<file path="src/rtl/hamming_mem_engine.sv">
// hamming_mem_engine: SEC-DED Hamming(16,11) encode/decode engine working in place on byte-wide data memory.
// Ports:
//   clk_i, rst_ni             clock (rising edge), asynchronous active-low reset
//   start_i, mode_i           single-cycle run request; mode 0 = encode, 1 = decode (sampled with start)
//   busy_o, done_o            run in progress / run finished (held until next accepted start)
//   mem_addr_o, mem_we_o,
//   mem_wdata_o, mem_rdata_i  data-memory port, synchronous read (data one cycle after address)
//   err_single_o, err_double_o corrected / detected error counts of the last decode run
module hamming_mem_engine #(
  parameter int ADDR_W   = 8,
  parameter int NUM_MSG  = 15,
  parameter int SRC_BASE = 0,
  parameter int DST_BASE = 30
) (
  input  logic              clk_i,
  input  logic              rst_ni,
  input  logic              start_i,
  input  logic              mode_i,
  output logic              busy_o,
  output logic              done_o,
  output logic [ADDR_W-1:0] mem_addr_o,
  output logic              mem_we_o,
  output logic [7:0]        mem_wdata_o,
  input  logic [7:0]        mem_rdata_i,
  output logic [7:0]        err_single_o,
  output logic [7:0]        err_double_o
);
  typedef enum logic [2:0] {IDLE, RD_LO, RD_HI, CAPT, WR_LO, WR_HI, FIN} state_e;
  state_e            state_q, state_d;
  logic [6:0]        idx_q, idx_d;
  logic              mode_q, mode_d, done_q, done_d;
  logic [7:0]        lo_q, lo_d, hi_q, hi_d, es_q, es_d, ed_q, ed_d;
  logic              last, accept;
  logic [ADDR_W-1:0] src_a, dst_a;
  logic [10:0]       d_in, dat;
  logic [15:0]       c, ep, enc, cw, cw_fix, res;
  logic [3:0]        syn;
  logic              par;
  logic [1:0]        flag;
  logic              unused_bits;

  assign last   = idx_q == 7'(NUM_MSG - 1);
  assign accept = state_q == IDLE && start_i;
  assign src_a  = ADDR_W'(SRC_BASE) + ADDR_W'({idx_q, 1'b0});
  assign dst_a  = ADDR_W'(DST_BASE) + ADDR_W'({idx_q, 1'b0});

  // Encode: data bits go to the non-power-of-two positions, then p1/p2/p4/p8, then p0 over the rest.
  assign d_in = {hi_q[2:0], lo_q};
  assign c    = {d_in[10:4], 1'b0, d_in[3:1], 1'b0, d_in[0], 3'b0};
  assign ep   = c | {7'b0, ^(c & 16'hFF00), 3'b0, ^(c & 16'hF0F0), 1'b0,
                     ^(c & 16'hCCCC), ^(c & 16'hAAAA), 1'b0};
  assign enc  = {ep[15:1], ^ep};

  // Decode: odd overall parity means a single error at position syn (0 = p0 itself).
  assign cw     = {hi_q, lo_q};
  assign syn    = {^(cw & 16'hFF00), ^(cw & 16'hF0F0), ^(cw & 16'hCCCC), ^(cw & 16'hAAAA)};
  assign par    = ^cw;
  assign flag   = par ? 2'b01 : (syn != 4'd0 ? 2'b10 : 2'b00);
  assign cw_fix = par ? cw ^ (16'd1 << syn) : cw;
  assign dat    = {cw_fix[15:9], cw_fix[7:5], cw_fix[3]};
  assign unused_bits = ^{cw_fix[8], cw_fix[4], cw_fix[2:0]};

  assign res = mode_q ? {flag, 3'b0, dat} : enc;

  always_ff @(posedge clk_i or negedge rst_ni) begin
    if (!rst_ni) begin
      state_q <= IDLE;
      idx_q   <= '0;
      mode_q  <= 1'b0;
      done_q  <= 1'b0;
      lo_q    <= '0;
      hi_q    <= '0;
      es_q    <= '0;
      ed_q    <= '0;
    end else begin
      state_q <= state_d;
      idx_q   <= idx_d;
      mode_q  <= mode_d;
      done_q  <= done_d;
      lo_q    <= lo_d;
      hi_q    <= hi_d;
      es_q    <= es_d;
      ed_q    <= ed_d;
    end
  end

  always_comb begin
    state_d = state_q;
    unique case (state_q)
      IDLE:    state_d = start_i ? RD_LO : IDLE;
      RD_LO:   state_d = RD_HI;
      RD_HI:   state_d = CAPT;
      CAPT:    state_d = WR_LO;
      WR_LO:   state_d = WR_HI;
      WR_HI:   state_d = last ? FIN : RD_LO;
      FIN:     state_d = IDLE;
      default: state_d = IDLE;
    endcase
  end

  always_comb begin
    mode_d = accept ? mode_i : mode_q;
    idx_d  = accept ? 7'd0 : (state_q == WR_HI && !last) ? idx_q + 7'd1 : idx_q;
    done_d = accept ? 1'b0 : (state_q == FIN) ? 1'b1 : done_q;
    lo_d   = state_q == RD_HI ? mem_rdata_i : lo_q;
    hi_d   = state_q == CAPT ? mem_rdata_i : hi_q;
    es_d   = accept ? 8'd0 : (state_q == WR_HI && mode_q && flag == 2'b01) ? es_q + 8'd1 : es_q;
    ed_d   = accept ? 8'd0 : (state_q == WR_HI && mode_q && flag == 2'b10) ? ed_q + 8'd1 : ed_q;
  end

  always_comb begin
    busy_o      = state_q != IDLE && state_q != FIN;
    done_o      = done_q;
    mem_we_o    = state_q == WR_LO || state_q == WR_HI;
    mem_addr_o  = state_q == RD_LO ? src_a :
                  state_q == RD_HI ? src_a + ADDR_W'(1) :
                  state_q == WR_LO ? dst_a :
                  state_q == WR_HI ? dst_a + ADDR_W'(1) : '0;
    mem_wdata_o = state_q == WR_LO ? res[7:0] : state_q == WR_HI ? res[15:8] : 8'd0;
    err_single_o = es_q;
    err_double_o = ed_q;
  end
endmodule

</file>
<file path="config.mk">
export PLATFORM = sky130hd
export DESIGN_NAME = hamming_mem_engine
export DESIGN_NICKNAME = d
export VERILOG_FILES = /design/src/rtl/hamming_mem_engine.sv
export SDC_FILE = /design/constraint.sdc
export NUM_CORES = 1
export LEC_CHECK = 0
export BUFFER_PORTS_ARGS = -buffer_cell sky130_fd_sc_hd__buf_4
export CORE_MARGIN = 5
export CORE_UTILIZATION = 45
export DETAILED_ROUTE_END_ITERATION = 12
export PLACE_DENSITY = 0.75
export REMOVE_ABC_BUFFERS = 1
export SLEW_MARGIN = 20
export SYNTH_ARGS = -nofsm -noshare
export SYNTH_HDL_FRONTEND = slang
export SYNTH_SLANG_ARGS = --single-unit
</file>
<file path="constraint.sdc">
create_clock -name clk_i -period 2.8 [get_ports clk_i]
set_input_delay 0.28 -clock clk_i [delete_from_list [all_inputs] [get_ports clk_i]]
set_output_delay 0.28 -clock clk_i [all_outputs]
set_load 0.02 [all_outputs]
</file>
==> Flow_metrics.wiki, run 1 <==
{| class="wikitable"
! Metric !! Value
|-
| Fmax || 353.0 MHz
|-
| Initial antenna violation count || 0
|-
| Number of enable-type register cells in the synthesized netlist || 0
|-
| Area of the mapped netlist || 3120 um^2
|-
| FF-to-FF path depth || 9
|-
| Clock Tree Root || sky130_fd_sc_hd__clkbuf_8
|-
| Final cell utilization of the core || 0.6161
|-
| Global routing usage summed across all routing layers || 0.1874
|-
| Drt wl/cell || 16.43 um
|-
| Endpoint of the most critical register-to-register path || err_double_o[4]
|-
| Flip-flop cell with the highest count after synthesis || sky130_fd_sc_hd__dfrtp_1
|-
| Overflow left after global routing || 0
|-
| Inserted Diodes || 0
|-
| Fraction of final layout cells with drive strength greater than 1 || 0.3756
|-
| Slack of the worst reg-to-reg path || 0.32 ns
|-
| IO buf count || 46
|-
| Synthesized area per cell || 9.232 um^2
|-
| Worst-Skew Late Latency || 0.30 ns
|-
| Total detailed-routing wirelength || 8.053 mm
|-
| Crit. End Element || output pin
|-
| Number of hold violations in the final report || 0
|-
| Maximum root-to-sink buffer count || 2
|-
| Die Footprint || 8700 um^2
|-
| TritonCTS clock tree || done
|-
| CORE AREA || 6756 um^2
|-
| Setup Crit Path Kind || register to output pin
|-
| Hold path endpoint || mode_q
|-
| Run status || complete, but fails checks
|-
| Final setup violation count || 2
|-
| Placed Cells incl. Taps || 460
|-
| Post-synthesis to final-layout area growth || 33.40%
|-
| Post-route ant nets || 0
|-
| Total I/O pin count || 47
|-
| TritonCTS Buffers || 5
|-
| Initial drt markers || 155
|-
| Worst path setup slack after routing || -0.03321 ns
|-
| Type of element launching the critical path || register
|-
| Violated checks || setup timing
|-
| Reg2reg start || lo_q[6]
|-
| Synth top area share || 0.3528
|-
| Number of distinct library cells after synthesis || 48
|-
| Routability congestion estimate from global placement || 0.8685
|-
| Routed vias/inst || 5.520
|-
| Pins Over Slew Limit || 0
|-
| Number of global-route vias before repair || 2,627
|-
| Number of standard cells after synthesis || 338
|-
| Relative slew slack || 0.6095
|-
| Actual transition at the worst max-transition pin || 0.5857 ns
|-
| Final clock skew || 0.009096 ns
|-
| Cells taking the most area after synthesis || sky130_fd_sc_hd__dfrtp_1 (35%), sky130_fd_sc_hd__xnor2_1 (12%), sky130_fd_sc_hd__mux2_2 (6.1%), sky130_fd_sc_hd__xor2_1 (5.1%), sky130_fd_sc_hd__nor2_1 (4.6%)
|-
| Worst min-delay path category || input port to register
|-
| DP Wirelength || 5.491 mm
|-
| Minimum clock period || 2.833 ns
|-
| Setup repair after global routing missed its margin || yes
|-
| Final nets || 427
|-
| Count of H-tree levels built during CTS || 2
|-
| TritonCTS Sinks || 44
|-
| First-pass GRT wire length || 12.92 mm
|-
| Number of warnings printed during yosys synthesis || 0
|-
| Count of state elements after synthesis || 44
|-
| Count of vias placed by the detailed router || 2,705
|-
| Final std cells w/o fill || 490
|-
| Pre-antenna DRT Iters || 4
|-
| Number of max-cap violations || 0
|-
| Sequential-to-total area share from yosys stat || 0.3528
|-
| Required time worst endpoint || 2.52 ns
|-
| Number of placement rows || 30
|-
| Launch point of the worst hold path || mode_i
|-
| Async set or reset register ratio after synthesis || 1.000
|-
| Clock input transition at the sequential cells of the worst setup and hold paths || 0.08 ns
|-
| Die Wd || 93.28 um
|-
| Cell depth of the worst hold path || 3
|-
| Pin count of the biggest net entering global routing || 45
|-
| Part of the cycle the worst path needs || 1.012
|-
| Leading area contributor after synthesis || sky130_fd_sc_hd__dfrtp_1
|-
| Height of the chip || 93.28 um
|-
| Data arrival at the endpoint of the critical path || 2.55 ns
|-
| Number of DRC violations after detailed routing || 0
|-
| CP Max Fanout || 3
|-
| Initial core utilization || 0.4619
|}
Yosys cell counts, types with 3 or more instances:
cell type,instances
sky130_fd_sc_hd__o31ai_1,3
sky130_fd_sc_hd__xnor2_1,43
sky130_fd_sc_hd__nor2_1,38
sky130_fd_sc_hd__clkbuf_1,11
sky130_fd_sc_hd__o21ai_0,19
sky130_fd_sc_hd__a21oi_1,10
sky130_fd_sc_hd__nand3_1,10
sky130_fd_sc_hd__o22ai_1,3
sky130_fd_sc_hd__nor3_1,11
sky130_fd_sc_hd__nand2b_1,5
sky130_fd_sc_hd__and3_1,5
sky130_fd_sc_hd__mux2_2,17
sky130_fd_sc_hd__nand4_1,8
sky130_fd_sc_hd__ha_1,5
sky130_fd_sc_hd__mux2i_1,6
sky130_fd_sc_hd__dfrtp_1,44
sky130_fd_sc_hd__or3_1,3
sky130_fd_sc_hd__xor2_2,3
sky130_fd_sc_hd__nand2_1,35
sky130_fd_sc_hd__inv_1,6
sky130_fd_sc_hd__xnor2_2,4
sky130_fd_sc_hd__xor2_1,18
flip-flops by register name (all words and copies together), names as in the netlist:
| name | cells |
|---|---|
| err_double_o | 8 |
| idx_q | 7 |
| err_single_o | 8 |
| state_q | 3 |
| mode_q | 1 |
| done_o | 1 |
| hi_q | 8 |
| lo_q | 8 |
metrics by stage:
stage / area [um^2] / TNS, ns / hold WS (ns) / setup slack, ns
2_1_floorplan: 3033 / 0 / -0.01559 / 0.1942
3_5_place_dp: 3576 / 0 / 0.3159 / 0.03509
6_report: 4163 / -0.03638 / 0.1797 / -0.03321
5_1_grt: 4163 / -0.5363 / 0.1827 / -0.1409
4_1_cts: 3975 / -0.01766 / 0.1701 / -0.01766
3_3_place_gp: 3576 / 0 / 0.3083 / 0.1521
how the worst max path moves through the flow:
stage / end / cells after the start / from / slack (ns)
floorplan: mem_wdata_o[0] / 7 / lo_q[6] / 0.19
global placement: mem_wdata_o[0] / 8 / lo_q[6] / 0.15
detailed placement: mem_wdata_o[0] / 8 / lo_q[6] / 0.04
CTS: mem_wdata_o[0] / 8 / lo_q[5] / -0.02
global route: mem_wdata_o[2] / 9 / lo_q[1] / -0.14
finish: mem_wdata_o[0] / 8 / lo_q[6] / -0.03
critical path, stage by stage, from the launching register on:
cell and delay (ns):
sky130_fd_sc_hd__dfrtp_2 0.44, sky130_fd_sc_hd__xnor2_4 0.22, sky130_fd_sc_hd__xnor3_2 0.42, sky130_fd_sc_hd__xnor2_4 0.23, sky130_fd_sc_hd__o21ai_2 0.10, sky130_fd_sc_hd__or3_1 0.32
sky130_fd_sc_hd__and3_1 0.18, sky130_fd_sc_hd__o221ai_2 0.19, sky130_fd_sc_hd__buf_6 0.16
placed cells by master (no fill, tap or decap), types with 10 or more instances in the layout:
master	netlist	final
sky130_fd_sc_hd__xor2_1	18	13
sky130_fd_sc_hd__xnor2_1	43	28
sky130_fd_sc_hd__o21ai_0	19	17
sky130_fd_sc_hd__dfrtp_1	44	35
sky130_fd_sc_hd__nand3_1	10	10
sky130_fd_sc_hd__xnor2_2	4	11
sky130_fd_sc_hd__nor2_1	38	37
sky130_fd_sc_hd__nor3_1	11	10
sky130_fd_sc_hd__buf_4	1	78
sky130_fd_sc_hd__mux2_2	17	17
sky130_fd_sc_hd__nand2_1	35	35
kinds of logic after synthesis:
group           count (synthesis)  synth area share
fa+ha+maj                       5           0.02005
compound gates                 46           0.09062
buf+inv                        24           0.03648
xor+xnor                       71            0.2330
flops                          44            0.3528
mux                            23           0.08059
simple gates                  125            0.1865
what timing repair did:
action                     CTS  global route
hold buffers                 1             0
pin swaps                   16            12
hold endpoints to repair    44             0
buffers inserted            16             7
setup endpoints to repair    8             8
gates resized for setup     31            19
metal layers:
layer  wire length, um  share of wire  global-route usage  vias up
met5                 0              0                   0        -
met4               252          0.031             0.08303        0
met3               422          0.052             0.03459       21
met2              4166           0.52              0.3186       91
met1              3211           0.40              0.2305     1307
li1                  -              -                   -     1286
layout make-up:
class	instances	area, um^2
Sequential cell	44	1112
Fill cell	544	2594
Tap cell	80	100.1
Clock buffer	7	96.34
Inverter	7	26.28
Timing Repair Buffer	82	629.4
Multi-Input combinational cell	270	2198
Power of run 1 is not shown: default switching activity piles up to over one toggle a cycle in this logic, so the estimate is an artifact.
==> run 2, diff against run 1 <==
--- a/config.mk
+++ b/config.mk
@@ -7,9 +7,10 @@
 export LEC_CHECK = 0
 export BUFFER_PORTS_ARGS = -buffer_cell sky130_fd_sc_hd__buf_4
 export CORE_MARGIN = 5
-export CORE_UTILIZATION = 45
+export CORE_UTILIZATION = 38
+export CTS_CLUSTER_SIZE = 14
 export DETAILED_ROUTE_END_ITERATION = 12
-export PLACE_DENSITY = 0.75
+export PLACE_DENSITY = 0.67
 export REMOVE_ABC_BUFFERS = 1
 export SLEW_MARGIN = 20
 export SYNTH_ARGS = -nofsm -noshare
==> run 2 against run 1 <==
- the flow still finishes with violations (setup timing)
- via count fell by 2.7%
- register-to-register slack barely moved
- core utilization fell by 11 points
- critical path depth did not move
- non-clock buffer count fell by 9
- wire length fell by 1.3%
- cell count rose by 3.5%
- clock-buffer cell count fell by 1
- worst hold slack improved by 0.0062 ns
- clock skew fell by 0.0036 ns
- fmax rose by 0.31%
- critical endpoint unchanged
- largest cell class unchanged
==> Flow_metrics.wiki, run 2 (synthesized netlist as in run 1, its figures left out) <==
{| class="wikitable"
! Metric !! Value
|-
| IO buf count || 46 (unchanged)
|-
| Actual transition at the worst max-transition pin || 0.5627 ns (was 0.5857 ns)
|-
| First-pass GRT wire length || 13.18 mm (was 12.92 mm)
|-
| Place WS || 0.1593 ns (was 0.03509 ns)
|-
| Routed vias/inst || 5.193 (was 5.520)
|-
| DP Wirelength || 5.710 mm (was 5.491 mm)
|-
| Routability congestion estimate from global placement || 0.9198 (was 0.8685)
|-
| Final setup violation count || 2 (unchanged)
|-
| Global routing usage summed across all routing layers || 0.1608 (was 0.1874)
|-
| Type of element launching the critical path || register (unchanged)
|-
| Total detailed-routing wirelength || 7.951 mm (was 8.053 mm)
|-
| Drt wl/cell || 15.68 um (was 16.43 um)
|-
| Worst path setup slack after routing || -0.02455 ns (was -0.03321 ns)
|-
| TritonCTS Sinks || 44 (unchanged)
|-
| Minimum clock period || 2.825 ns (was 2.833 ns)
|-
| Pre-antenna DRT Iters || 5 (was 4)
|-
| Pins Over Slew Limit || 0 (unchanged)
|-
| Violated checks || setup timing (unchanged)
|-
| Setup Crit Path Kind || register to output pin (unchanged)
|-
| Initial drt markers || 100 (was 155)
|-
| Relative slew slack || 0.6249 (was 0.6095)
|-
| Pin count of the biggest net entering global routing || 45 (unchanged)
|-
| Final cell utilization of the core || 0.5042 (was 0.6161)
|-
| Post-route ant nets || 0 (unchanged)
|-
| Worst min-delay path category || input port to register (unchanged)
|-
| CORE AREA || 8093 um^2 (was 6756 um^2)
|-
| Clock Tree Root || sky130_fd_sc_hd__clkbuf_8 (unchanged)
|-
| Number of placement rows || 33 (was 30)
|-
| Final std cells w/o fill || 507 (was 490)
|-
| Height of the chip || 100.6 um (was 93.28 um)
|-
| Crit. End Element || output pin (unchanged)
|-
| Number of global-route vias before repair || 2,723 (was 2,627)
|-
| Initial antenna violation count || 0 (unchanged)
|-
| Die Wd || 100.6 um (was 93.28 um)
|-
| Count of H-tree levels built during CTS || 2 (unchanged)
|-
| Number of max-cap violations || 0 (unchanged)
|-
| TritonCTS clock tree || done (unchanged)
|-
| Run status || complete, but fails checks (unchanged)
|-
| Die Footprint || 10,120 um^2 (was 8700 um^2)
|-
| Placed Cells incl. Taps || 483 (was 460)
|-
| Fmax || 354.0 MHz (was 353.0 MHz)
|-
| Setup repair after global routing missed its margin || yes (unchanged)
|-
| Worst-Skew Late Latency || 0.30 ns (about the same)
|-
| Total I/O pin count || 47 (unchanged)
|-
| Final clock skew || 0.005531 ns (was 0.009096 ns)
|-
| Final nets || 418 (was 427)
|-
| Fraction of final layout cells with drive strength greater than 1 || 0.3607 (was 0.3756)
|-
| Overflow left after global routing || 0 (unchanged)
|-
| Clock input transition at the sequential cells of the worst setup and hold paths || 0.08 ns (about the same)
|-
| Part of the cycle the worst path needs || 1.009 (was 1.012)
|-
| Count of vias placed by the detailed router || 2,633 (was 2,705)
|-
| Number of hold violations in the final report || 0 (unchanged)
|-
| Most used cells in the layout excluding fill and tap cells || sky130_fd_sc_hd__buf_4 (71), sky130_fd_sc_hd__dfrtp_1 (37), sky130_fd_sc_hd__nor2_1 (36) (was sky130_fd_sc_hd__buf_4 (78), sky130_fd_sc_hd__nor2_1 (37), sky130_fd_sc_hd__nand2_1 (35), sky130_fd_sc_hd__dfrtp_1 (35), sky130_fd_sc_hd__xnor2_1 (28))
|-
| Maximum root-to-sink buffer count || 2 (unchanged)
|-
| Required time worst endpoint || 2.52 ns (about the same)
|-
| Number of DRC violations after detailed routing || 0 (unchanged)
|-
| CP Max Fanout || 3 (unchanged)
|-
| WHS || 0.1859 ns (was 0.1797 ns)
|-
| Post-synthesis to final-layout area growth || 30.75% (was 33.40%)
|-
| Commonest non-fill, non-tap cell in the layout || sky130_fd_sc_hd__buf_4 (unchanged)
|-
| Data arrival at the endpoint of the critical path || 2.54 ns (was 2.55 ns)
|-
| TritonCTS Buffers || 5 (unchanged)
|-
| Initial core utilization || 0.3856 (was 0.4619)
|-
| Inserted Diodes || 0 (unchanged)
|}
-- run 2: cell types whose count changed in the layout (fill, tap and decap cells not counted), moves of 3 or more --
cell,change
sky130_fd_sc_hd__buf_4,-7
sky130_fd_sc_hd__xnor2_4,-4
sky130_fd_sc_hd__o21ai_1,+3
sky130_fd_sc_hd__xor2_2,+3
-- run 2: area by class of cell --
type                       count  area (um^2)
fill                         744         4013
tap                          105        131.4
multi-input combinational    270         2137
clock inverter                 2        38.79
inverter                       7        26.28
timing repair buffer          73        554.3
clock buffer                   6        82.58
sequential                    44         1110
-- run 2: worst paths after layout --
check | start | end | cells after the start | slack [ns]
worst min register to register | err_double_o[7] | err_double_o[7] | 1 | 0.48
min in group asynchronous | rst_ni | hi_q[7] | 2 | 0.50
worst max-delay path | lo_q[7] | mem_wdata_o[0] | 8 | -0.02
worst min-delay path | mode_i | mode_q | 3 | 0.19
max in group asynchronous | rst_ni | hi_q[5] | 2 | 1.87
worst max register to register | hi_q[7] | err_double_o[4] | 9 | 0.33
-- run 2: routing by layer --
| metal | track usage | wire, um | up-vias | share of wire |
|---|---|---|---|---|
| met4 | 0.05907 | 161 | 0 | 0.020 |
| li1 | - | - | 1264 | - |
| met5 | 0 | 0 | - | 0 |
| met1 | 0.2090 | 3459 | 1287 | 0.44 |
| met3 | 0.02215 | 389 | 12 | 0.049 |
| met2 | 0.2719 | 3942 | 70 | 0.50 |
-- run 2: timing repair --
item | in CTS | in global routing
endpoints found under the setup margin | 6 | 7
hold endpoints to repair | 44 | 0
pin swaps | 11 | 12
hold buffers | 1 | 0
gates resized for setup | 26 | 18
setup buffers | 9 | 6
-- run 2: stage by stage --
stage | setup TNS, ns | instance area [um^2]
floorplan | 0 | 3033
global placement | 0 | 3592
detailed placement | 0 | 3592
CTS | -0.005335 | 3935
global route | -0.3177 | 4080
finish | -0.02691 | 4080
-- run 2: critical path: stages, from the launching register on --
cell and delay (ns):
sky130_fd_sc_hd__dfrtp_2 0.44, sky130_fd_sc_hd__xnor2_2 0.23, sky130_fd_sc_hd__xnor3_2 0.45, sky130_fd_sc_hd__xnor2_2 0.16, sky130_fd_sc_hd__o21ai_1 0.11, sky130_fd_sc_hd__or3_1 0.32, sky130_fd_sc_hd__and3_4 0.18, sky130_fd_sc_hd__o221ai_2 0.18
sky130_fd_sc_hd__buf_4 0.17
Power of run 2 is left out for the same reason.
==> run 3, diff against run 2 <==
--- a/config.mk
+++ b/config.mk
@@ -5,12 +5,13 @@
 export SDC_FILE = /design/constraint.sdc
 export NUM_CORES = 1
 export LEC_CHECK = 0
+export ABC_AREA = 1
 export BUFFER_PORTS_ARGS = -buffer_cell sky130_fd_sc_hd__buf_4
 export CORE_MARGIN = 5
 export CORE_UTILIZATION = 38
 export CTS_CLUSTER_SIZE = 14
 export DETAILED_ROUTE_END_ITERATION = 12
-export PLACE_DENSITY = 0.67
+export PLACE_DENSITY = 0.66
 export REMOVE_ABC_BUFFERS = 1
 export SLEW_MARGIN = 20
 export SYNTH_ARGS = -nofsm -noshare
==> constraint.sdc (replaced) <==
create_clock -name clk_i -period 2.8 [get_ports clk_i]
set_input_delay 0.42 -clock clk_i [delete_from_list [all_inputs] [get_ports clk_i]]
set_output_delay 0.42 -clock clk_i [all_outputs]
set_load 0.02 [all_outputs]
==> run 3 against run 2 <==
- the run now ends clean
- largest cell class unchanged
- sequential cell count is the same
- highest routed layer unchanged
- wire length grew 24%
- synthesized cell count grew 60%
- first-iteration DRC count grew 59%
==> Flow_metrics.wiki, run 3 <==
{| class="wikitable"
! Metric !! Value
|-
| Run status || completed (was complete, but fails checks)
|-
| Routability congestion estimate from global placement || 0.9089 (was 0.9198)
|-
| TritonCTS clock tree || done (unchanged)
|-
| CORE AREA || 9196 um^2 (was 8093 um^2)
|-
| WHS || 0.1161 ns (was 0.1859 ns)
|-
| Leading area contributor after synthesis || sky130_fd_sc_hd__dfrtp_1 (unchanged)
|-
| Routed vias/inst || 5.122 (was 5.193)
|-
| Worst min-delay path category || input port to asynchronous set/reset pin (was input port to register)
|-
| Initial core utilization || 0.3895 (was 0.3856)
|-
| Pre-antenna DRT Iters || 4 (was 5)
|-
| Number of global-route vias before repair || 3,380 (was 2,723)
|-
| Actual transition at the worst max-transition pin || 0.5839 ns (was 0.5627 ns)
|-
| Most frequent cells after synthesis || sky130_fd_sc_hd__nand2_1 (185), sky130_fd_sc_hd__inv_1 (48), sky130_fd_sc_hd__dfrtp_1 (44), sky130_fd_sc_hd__o21ai_0 (44), sky130_fd_sc_hd__nand3_1 (39) (was sky130_fd_sc_hd__dfrtp_1 (44), sky130_fd_sc_hd__xnor2_1 (43), sky130_fd_sc_hd__nor2_1 (38))
|-
| Most common cell in the netlist || sky130_fd_sc_hd__nand2_1 (was sky130_fd_sc_hd__dfrtp_1)
|-
| Hold-fix buffer count after cts || 0 (was 1)
|-
| Height of the chip || 107.1 um (was 100.6 um)
|-
| Setup repair after global routing missed its margin || yes (unchanged)
|-
| Number of enable-type register cells in the synthesized netlist || 0 (unchanged)
|-
| Flip-flop cell with the highest count after synthesis || sky130_fd_sc_hd__dfrtp_1 (unchanged)
|-
| Fraction of final layout cells with drive strength greater than 1 || 0.2363 (was 0.3607)
|-
| Number of distinct library cells after synthesis || 37 (was 48)
|-
| Post-synthesis to final-layout area growth || 20.75% (was 30.75%)
|-
| Crit. End Element || output pin (unchanged)
|-
| Power consumption || 2317 uW
|-
| Number of hold violations in the final report || 0 (unchanged)
|-
| Number of standard cells after synthesis || 542 (was 338)
|-
| IO buf count || 46 (unchanged)
|-
| Setup Crit Path Kind || register to output pin (unchanged)
|-
| Type of element launching the critical path || register (unchanged)
|-
| TritonCTS Buffers || 5 (unchanged)
|-
| Data arrival at the endpoint of the critical path || 2.24 ns (was 2.54 ns)
|-
| Setup TNS after final layout || 0 ns (was -0.02691 ns)
|-
| First-pass GRT wire length || 16.16 mm (was 13.18 mm)
|-
| Global routing usage summed across all routing layers || 0.1716 (was 0.1608)
|-
| Maximum root-to-sink buffer count || 2 (unchanged)
|-
| CP Max Fanout || 9 (was 3)
|-
| Part of the cycle the worst path needs || 0.9510 (was 1.009)
|-
| Initial drt markers || 159 (was 100)
|-
| Minimum clock period || 2.663 ns (was 2.825 ns)
|-
| Clock Tree Root || sky130_fd_sc_hd__clkbuf_8 (unchanged)
|-
| Count of H-tree levels built during CTS || 2 (unchanged)
|-
| Power per standard cell area || 535.6 nW/um^2
|-
| Pin count of the biggest net entering global routing || 45 (unchanged)
|-
| Number of max-cap violations || 0 (unchanged)
|-
| DP Wirelength || 7.502 mm (was 5.710 mm)
|-
| Async set or reset register ratio after synthesis || 1.000 (unchanged)
|-
| Cell area after placement || 4019 um^2 (was 3592 um^2)
|-
| Final nets || 617 (was 418)
|-
| TritonCTS Sinks || 44 (unchanged)
|-
| Required time worst endpoint || 2.38 ns (was 2.52 ns)
|-
| Pins Over Slew Limit || 0 (unchanged)
|-
| Place WS || 0.2734 ns (was 0.1593 ns)
|-
| Clock input transition at the sequential cells of the worst setup and hold paths || 0.08 ns (about the same)
|-
| Post-route ant nets || 0 (unchanged)
|-
| Overflow left after global routing || 0 (unchanged)
|-
| Fmax || 375.5 MHz (was 354.0 MHz)
|-
| Count of vias placed by the detailed router || 3,647 (was 2,633)
|-
| Max VDD drop || 382.7 uV
|-
| Inserted Diodes || 0 (unchanged)
|-
| Commonest non-fill, non-tap cell in the layout || sky130_fd_sc_hd__nand2_1 (was sky130_fd_sc_hd__buf_4)
|-
| Synthesized area per cell || 6.609 um^2 (was 9.232 um^2)
|-
| Worst path setup slack after routing || 0.1372 ns (was -0.02455 ns)
|-
| Number of placement rows || 35 (was 33)
|-
| Sequential-to-total area share from yosys stat || 0.3074 (was 0.3528)
|-
| Die Footprint || 11,470 um^2 (was 10,120 um^2)
|-
| Synth top area share || 0.3074 (was 0.3528)
|-
| Number of warnings printed during yosys synthesis || 0 (unchanged)
|-
| Die Wd || 107.1 um (was 100.6 um)
|-
| Number of DRC violations after detailed routing || 0 (unchanged)
|-
| Most used cells in the layout excluding fill and tap cells || sky130_fd_sc_hd__nand2_1 (180), sky130_fd_sc_hd__buf_4 (66), sky130_fd_sc_hd__inv_1 (46) (was sky130_fd_sc_hd__buf_4 (71), sky130_fd_sc_hd__dfrtp_1 (37), sky130_fd_sc_hd__nor2_1 (36))
|-
| Final setup violation count || 0 (was 2)
|-
| Total detailed-routing wirelength || 9.840 mm (was 7.951 mm)
|-
| Initial antenna violation count || 0 (unchanged)
|-
| Relative slew slack || 0.6096 (was 0.6249)
|-
| Total I/O pin count || 47 (unchanged)
|-
| Drt wl/cell || 13.82 um (was 15.68 um)
|-
| Finished layout cell area || 4325 um^2 (was 4080 um^2)
|-
| Worst-Skew Late Latency || 0.29 ns (was 0.30 ns)
|-
| Leakage component of the power || 0.002304 uW
|-
| Cells taking the most area after synthesis || sky130_fd_sc_hd__dfrtp_1 (31%), sky130_fd_sc_hd__nand2_1 (19%), sky130_fd_sc_hd__o21ai_0 (6.1%), sky130_fd_sc_hd__nand3_1 (5.4%), sky130_fd_sc_hd__inv_1 (5.0%) (was sky130_fd_sc_hd__dfrtp_1 (35%), sky130_fd_sc_hd__xnor2_1 (12%), sky130_fd_sc_hd__mux2_2 (6.1%), sky130_fd_sc_hd__xor2_1 (5.1%), sky130_fd_sc_hd__nor2_1 (4.6%))
|-
| Area of the mapped netlist || 3582 um^2 (was 3120 um^2)
|-
| Final clock skew || 0.004278 ns (was 0.005531 ns)
|-
| Count of state elements after synthesis || 44 (unchanged)
|}
-- run 3: layout make-up --
cell class / instances / area [um^2]
clock buffer: 6 / 72.57
inverter: 65 / 252.7
fill: 935 / 4871
sequential: 44 / 1115
clock inverter: 2 / 35.03
tap: 111 / 138.9
multi-input combinational: 418 / 2216
timing repair buffer: 66 / 495.5
-- run 3: per-layer routing --
metal,vias to the layer above,track usage,part of all wire
met5,-,0,0
met4,0,0.04840,0.016
met3,11,0.02468,0.051
met2,81,0.2864,0.48
met1,1700,0.2308,0.46
li1,1855,-,-
-- run 3: stage by stage --
stage,cells,utilization
floorplan,527,-
global placement,688,0.4370
detailed placement,688,0.4370
CTS,696,0.4494
global route,712,0.4703
finish,712,0.4703
-- run 3: kinds of logic after synthesis --
family,count (synthesis),synth area share
and+or+nand+nor,309,0.4038
buffers and inverters,80,0.09046
AOI/OAI and AO/OA,75,0.1100
DFF,44,0.3074
xor gates and xnor gates,29,0.07091
adders and majority gates,5,0.01746
-- run 3: final timing paths --
| check | start | to | slack [ns] | cells after the start |
|---|---|---|---|---|
| setup / recovery | lo_q[5] | mem_wdata_o[0] | 0.14 | 14 |
| hold / removal | rst_ni | err_single_o[1] | 0.12 | 1 |
| setup reg to reg | state_q[1] | err_single_o[4] | 0.77 | 10 |
| hold reg to reg | lo_q[0] | lo_q[0] | 0.52 | 2 |
| max in group asynchronous | rst_ni | hi_q[5] | 2.26 | 1 |
| min in group clk_i | mode_i | mode_q | 0.35 | 3 |
-- run 3: what timing repair did --
item | in CTS | in global routing
buffers inserted | 0 | 16
pin swaps | 0 | 1
gates resized for setup | 4 | 29
setup endpoints to repair | 4 | 8
-- run 3: worst max-delay path: stages (launching register included) --
cell and delay (ns):
sky130_fd_sc_hd__dfrtp_2 0.47, sky130_fd_sc_hd__buf_4 0.18, sky130_fd_sc_hd__nand2_1 0.06, sky130_fd_sc_hd__nand2_1 0.06, sky130_fd_sc_hd__nand2_1 0.06, sky130_fd_sc_hd__nand2_1 0.10, sky130_fd_sc_hd__nand2_2 0.11, sky130_fd_sc_hd__nand2_4 0.07
sky130_fd_sc_hd__nor2_4 0.22, sky130_fd_sc_hd__buf_4 0.16, sky130_fd_sc_hd__nand4_1 0.10, sky130_fd_sc_hd__nand3_1 0.11, sky130_fd_sc_hd__nand2_1 0.05, sky130_fd_sc_hd__nand2_1 0.06, sky130_fd_sc_hd__buf_4 0.13
-- run 3: power by group --
group	switching (uW)	total (uW)	leakage [uW]	internal, uW
Clock	217	482	0.0000552	265
Sequential	127	864	0.000519	736
Combinational	588	972	0.00173	383
Total	932	2320	0.00230	1380
Note: power is estimated with default switching activity, not from simulation.
